$ cat src/rtl/dds_phase_accum_seq.sv
// Phase-accumulator front end for the DDS: sample indexing, offset-corrected phase to the sine LUT.
// Optional macro DDS_PHASE_DITHER_EN adds LFSR dither ahead of the phase truncation.
module dds_phase_accum_seq #(
    parameter int                     PH_ACC_BITS      = 24,
    parameter logic [PH_ACC_BITS-1:0] PH_INC           = 24'h010000,
    parameter int                     FREQ_OFFSET_BITS = 10,
    parameter int                     PH_OFFSET_BITS   = 10,
    parameter int                     OUT_BITS         = 10,
    parameter int                     RUN_LENGTH       = 510
) (
    input  logic                        CLK,
    input  logic                        RSTN,
    input  logic                        INIT,
    input  logic                        ENABLE,
    input  logic [FREQ_OFFSET_BITS-1:0] FREQ_OFFSET,
    input  logic                        FREQ_OFFSET_WE,
    input  logic [PH_OFFSET_BITS-1:0]   PH_OFFSET,
    input  logic                        PH_OFFSET_WE,
    output logic [9:0]                  SAMPLE_NUM,
    output logic [OUT_BITS-1:0]         PHASE_OUT,
    output logic                        OUT_VALID,
    output logic                        DONE
);

    localparam int         SEXT_BITS = PH_ACC_BITS - FREQ_OFFSET_BITS;
    localparam int         PAD_BITS  = OUT_BITS - PH_OFFSET_BITS;
    localparam int         DROP_BITS = PH_ACC_BITS - OUT_BITS;
    localparam logic [9:0] LAST_IDX  = 10'(RUN_LENGTH - 1);

    // OUT_VALID is a one-cycle qualifier with no backpressure: PHASE_OUT carries a
    // new sample exactly in the cycles OUT_VALID is high, and holds otherwise.

    logic [PH_ACC_BITS-1:0]    inc_reg;
    logic [PH_OFFSET_BITS-1:0] phoff_reg;
    logic [PH_ACC_BITS-1:0]    acc;
    logic                      v1;

    logic                      active;
    logic [PH_ACC_BITS-1:0]    inc_load;
    logic [PH_ACC_BITS-1:0]    acc_round;
    logic [OUT_BITS-1:0]       acc_top;
    logic [OUT_BITS-1:0]       phoff_aligned;
    logic [OUT_BITS-1:0]       phase_next;

`ifdef DDS_PHASE_DITHER_EN
    localparam logic [PH_ACC_BITS-1:0] DITH_MASK =
        (PH_ACC_BITS'(1) << DROP_BITS) - PH_ACC_BITS'(1);

    logic [15:0] lfsr;
    logic        lfsr_fb;

    assign lfsr_fb   = lfsr[15] ^ lfsr[13] ^ lfsr[12] ^ lfsr[10];
    assign acc_round = acc + (PH_ACC_BITS'(lfsr) & DITH_MASK);

    always_ff @(posedge CLK) begin
        if (!RSTN || INIT) begin
            lfsr <= 16'hACE1;
        end else if (active) begin
            lfsr <= {lfsr[14:0], lfsr_fb};
        end
    end
`else
    assign acc_round = acc;
`endif

    always_comb begin
        active        = ENABLE & ~DONE & ~INIT;
        inc_load      = PH_INC + {{SEXT_BITS{FREQ_OFFSET[FREQ_OFFSET_BITS-1]}}, FREQ_OFFSET};
        acc_top       = OUT_BITS'(acc_round >> DROP_BITS);
        phoff_aligned = OUT_BITS'(phoff_reg) << PAD_BITS;
        phase_next    = acc_top + phoff_aligned;
    end

    always_ff @(posedge CLK) begin
        if (!RSTN) begin
            inc_reg    <= PH_INC;
            phoff_reg  <= '0;
            acc        <= '0;
            v1         <= 1'b0;
            SAMPLE_NUM <= '0;
            PHASE_OUT  <= '0;
            OUT_VALID  <= 1'b0;
            DONE       <= 1'b0;
        end else begin
            // Offset loads bypass ENABLE/DONE/INIT; the new value is seen next cycle.
            if (FREQ_OFFSET_WE) inc_reg <= inc_load;
            if (PH_OFFSET_WE)   phoff_reg <= PH_OFFSET;

            if (INIT) begin
                acc        <= '0;
                v1         <= 1'b0;
                SAMPLE_NUM <= '0;
                PHASE_OUT  <= '0;
                OUT_VALID  <= 1'b0;
                DONE       <= 1'b0;
            end else begin
                if (active) acc <= acc + inc_reg;
                v1        <= active;
                OUT_VALID <= v1;
                if (v1) PHASE_OUT <= phase_next;

                if (active) begin
                    if (SAMPLE_NUM == LAST_IDX) DONE <= 1'b1;
                    else                        SAMPLE_NUM <= SAMPLE_NUM + 10'd1;
                end
            end
        end
    end

endmodule
$ cat config.mk
export PLATFORM = sky130hd
export DESIGN_NAME = dds_phase_accum_seq
export DESIGN_NICKNAME = d
export VERILOG_FILES = /design/src/rtl/dds_phase_accum_seq.sv
export SDC_FILE = /design/constraint.sdc
export NUM_CORES = 1
export LEC_CHECK = 0
export ABC_AREA = 0
export CORE_MARGIN = 2
export CORE_UTILIZATION = 40
export DETAILED_ROUTE_END_ITERATION = 12
export PLACE_DENSITY = 0.7
export SLEW_MARGIN = 20
export SYNTH_ARGS = -nofsm -noshare
export SYNTH_HDL_FRONTEND = slang
export SYNTH_SLANG_ARGS = --single-unit
$ cat constraint.sdc
create_clock -name CLK -period 2.56 [get_ports CLK]
set_input_delay 0.64 -clock CLK [delete_from_list [all_inputs] [get_ports CLK]]
set_output_delay 0.64 -clock CLK [all_outputs]
set_load 0.03 [all_outputs]
After elaboration in Yosys (flattened, before gate mapping):

Index checks and enable logic that the tools add are counted.

* flip-flop bits (word level): 81
* input port bits: 26
* output and inout bits: 22
* word-level logic and storage cells: 22

* $add $sub $neg: 4
* equal/unequal tests: 1
* bitwise logic cells: 6
* reduce and logical (&&, ||, !) cells: 3

Operators with widths (number)
* adder 24 bit: 1
* adder 18 x 10 -> 19 bit (first input constant): 1
* adder 10 x 1 -> 10 bit (second input constant): 1
* adder 10 bit: 1
* equality test 10 x 9 -> 1 bit (second input constant): 1
* NOT 1 bit: 4
* AND reduction 2 bit: 2
* bitwise AND 1 bit: 2
* OR reduction 2 bit: 1

Depth between registers and ports, before layout:

* depth after elaboration: 4
* gate-level depth with buffers: 8
* depth with buffers taken out: 8

Worst setup path before layout:

No wires, ideal clock.

* kind: reg-to-reg
* start: reg inc_reg[0]
* end: reg acc[22]
* library setup time: 72 ps
* arrival time: 2012 ps
* required time: 2488 ps
* path slack: 477 ps
* stages on the path, launching flop included: 9
* path buffers: 0
* clock period less this slack: 2083 ps
* cells stage by stage: dfxtp_1 ha_1 fa_1 a21o_1 a221oi_2 or4_1 a21oi_2 o2111ai_1 mux2i_1

* cells in the longest elaborated chain, start to end: 1

Ends and longest elaborated chain
* start, declared: RTL line 33 `logic [PH_ACC_BITS-1:0] inc_reg;`
* start signal, assigned: RTL line 86 `if (FREQ_OFFSET_WE) inc_reg <= inc_load;`
* adder 24 bit: RTL line 97 `if (active) acc <= acc + inc_reg;`
* end signal, assigned: RTL line 97
* end, declared: RTL line 35 `logic [PH_ACC_BITS-1:0] acc;`

No other way between the ends.
A chain may end at the register's enable or synchronous reset.

Worst setup path in the final report:

* start: reg inc_reg[15]
* end: reg acc[22]

Same word-level chain as after synthesis.

==> run metrics <==
drt first-iter violations=133; Setup CP Type=reg2reg; Worst EP required=2.83 ns; share of layout cells above drive strength 1=8.19%; crit path max fanout=8; largest net degree at the start of global routing=24; post-place setup slack=0.158 ns; wire length per cell=14.1 um; number of flops mapped to enable cells by yosys=0; Yosys warning count=0; GRT Total Usage=17.5%; critical path's largest stage delay=0.57 ns; Mapped Cells=461; Setup TNS=0 ns; CTS clk-pin slew, worst paths=0.07 ns; Skew-Pair Late Insertion Delay=0.35 ns; most used cell, CP=a21oi_1; TritonCTS clock tree=done; status=completed; Synth top area share=34.1%; Post-synth top flop=dfxtp_1; largest cells by area after synthesis=dfxtp_1, ha_1, mux2i_1; RSZ-0062 raised after global routing=no; crit start category=flop; highest-delay cell along the critical path=dfxtp_1; hold_sp=acc[11]; via density per instance=5.39; fin worst setup slack=0.246 ns; Yosys top cell by area=dfxtp_1; commonest cells after routing, fill and taps aside=dfxtp_1, clkdlybuf4s50_1, nand2_1; worst path cell trace=ha_1, a21oi_1, o21ai_2, a21oi_1, a21oi_2, o2111ai_1, mux2i_1; syn nets=517; post-synthesis sequential area ratio=34.1%; initial antenna violation count=0; Pins Over Slew Limit=0; die span in y=104 um; hold crit path type=reg2reg; starting density of the core=41.1%; DP HPWL=6.77 mm; commonest non-fill, non-tap cell in the layout=dfxtp_1; CTS Hold Bufs=0; fillcell total=927; Worst Tran Pin Value=0.667 ns; register bit total from synthesis=68; Hold Fails Final Rpt=0; DRT Wirelength=9.09 mm; Critical Path End Type=flop; Post-synth ARST share=0%; nets@finish=564; Slew HR=55.5%; number of global-route vias before repair=3411; Mean Syn Cell Area=8.67 um^2; CTS root buffer=clkbuf_8; CP arrival=2.59 ns; overflow left after global routing=0; clk sinks=68; Rows=36; drt drc=0; PostCTS Resize Cnt=0; Core Area=9730 um^2; Die W=104 um; fmax=432 MHz; deepest clock path buffer count=2; Synth cell types=57; crit path launch=inc_reg[15]; Port Buf Inserts=47; n_diodes=0; # IOs=48; Period Utilization, post-route=90.4%; via count=3481; CTS Buf Count=9; max reg flops=24; Leak=1.92 nW; first-pass GRT wire length=15.8 mm; # setup viols final=0; setup repair bufs after CTS=0; Placer Congestion=0.893; Antenna Nets Post-Route=0; max cap viols=0; Peak VDD IR=248 uV; DR pass1 iterations=4; die footprint=10800 um^2; H-Tree Depth=3; RR Startpoint=inc_reg[15]; Post-Syn Area=4000 um^2; Layout area overhead=21.6%; Clock Skew=0.0114 ns; fin crit period=2.31 ns; pwr dens=508 nW/um^2
-- synth_stat cells (all sizes together), types with 5 or more instances --
cell / n
a211oi: 5
a21o: 9
a21oi: 43
and3: 6
buf: 5
clkbuf: 18
dfxtp: 68
ha: 28
inv: 10
mux2i: 31
nand2: 45
nand2b: 5
nand3: 19
nand3b: 5
nand4: 15
nor2: 32
nor2b: 21
nor3: 8
o211ai: 6
o21ai: 22
xnor2: 12
xor2: 9
-- per-stage QoR --
stage | area (um^2) | util (%) | std cells | power, W | hold WS (ns)
CTS | 4860 | 49.9 | 646 | 0.00250 | 0.462
global route | 4860 | 49.9 | 646 | 0.00258 | 0.489
finish | 4860 | 49.9 | 646 | 0.00247 | 0.458
detailed placement | 4610 | 47.4 | 630 | 0.00139 | 0.453
global placement | 4610 | 47.4 | 630 | 0.00138 | 0.445
floorplan | 4000 | - | 461 | 0.00130 | 0.436
-- worst paths after layout --
kind | end | slack (ns) | cells after the start
worst max register to register | acc[22] | 0.25 | 7
worst max-delay path | acc[22] | 0.25 | 7
worst min-delay path | acc[11] | 0.46 | 2
worst min register to register | acc[11] | 0.46 | 2
-- area by class of cell --
class	instances	area (um^2)	share of cell area [%]
multi-input combinational	360	2470	50.8
sequential	68	1360	28.0
timing repair buffer	59	573	11.8
tap	133	166	3.42
clock buffer	12	155	3.19
clock inverter	4	95.1	1.96
inverter	10	37.5	0.772
-- logic make-up (layout without fill, tap and decap cells) --
kind of cell	Yosys count	after routing	share of synthesized area, %
DFF	68	68	34.1
and+or+nand+nor	170	170	22.1
xor gates and xnor gates	21	21	4.60
buffers and inverters	33	85	4.10
muxes	31	31	7.76
adders and majority gates	30	30	9.77
AOI/OAI and AO/OA	108	108	17.6
-- power by group --
group | total, W | internal [W] | switching [W]
sequential | 0.00111 | 0.00108 | 0.0000240
clock | 0.00110 | 0.000700 | 0.000404
combinational | 0.000260 | 0.000125 | 0.000134
total | 0.00247 | 0.00191 | 0.000562
-- per-layer routing --
metal | track usage, % | routed length [um]
met1 | 23.4 | 4450
met2 | 27.7 | 4130
met3 | 3.95 | 321
met4 | 6.56 | 180
met5 | 0 | 0
-- worst max-delay path, delay by kind of cell (launching register included) --
family                     cells  cell delay, ns
AOI/OAI and AO/OA              5            1.07
DFF                            1            0.57
adders and majority gates      1            0.39
muxes                          1            0.21
No activity file was read; power rests on OpenSTA's default activity.
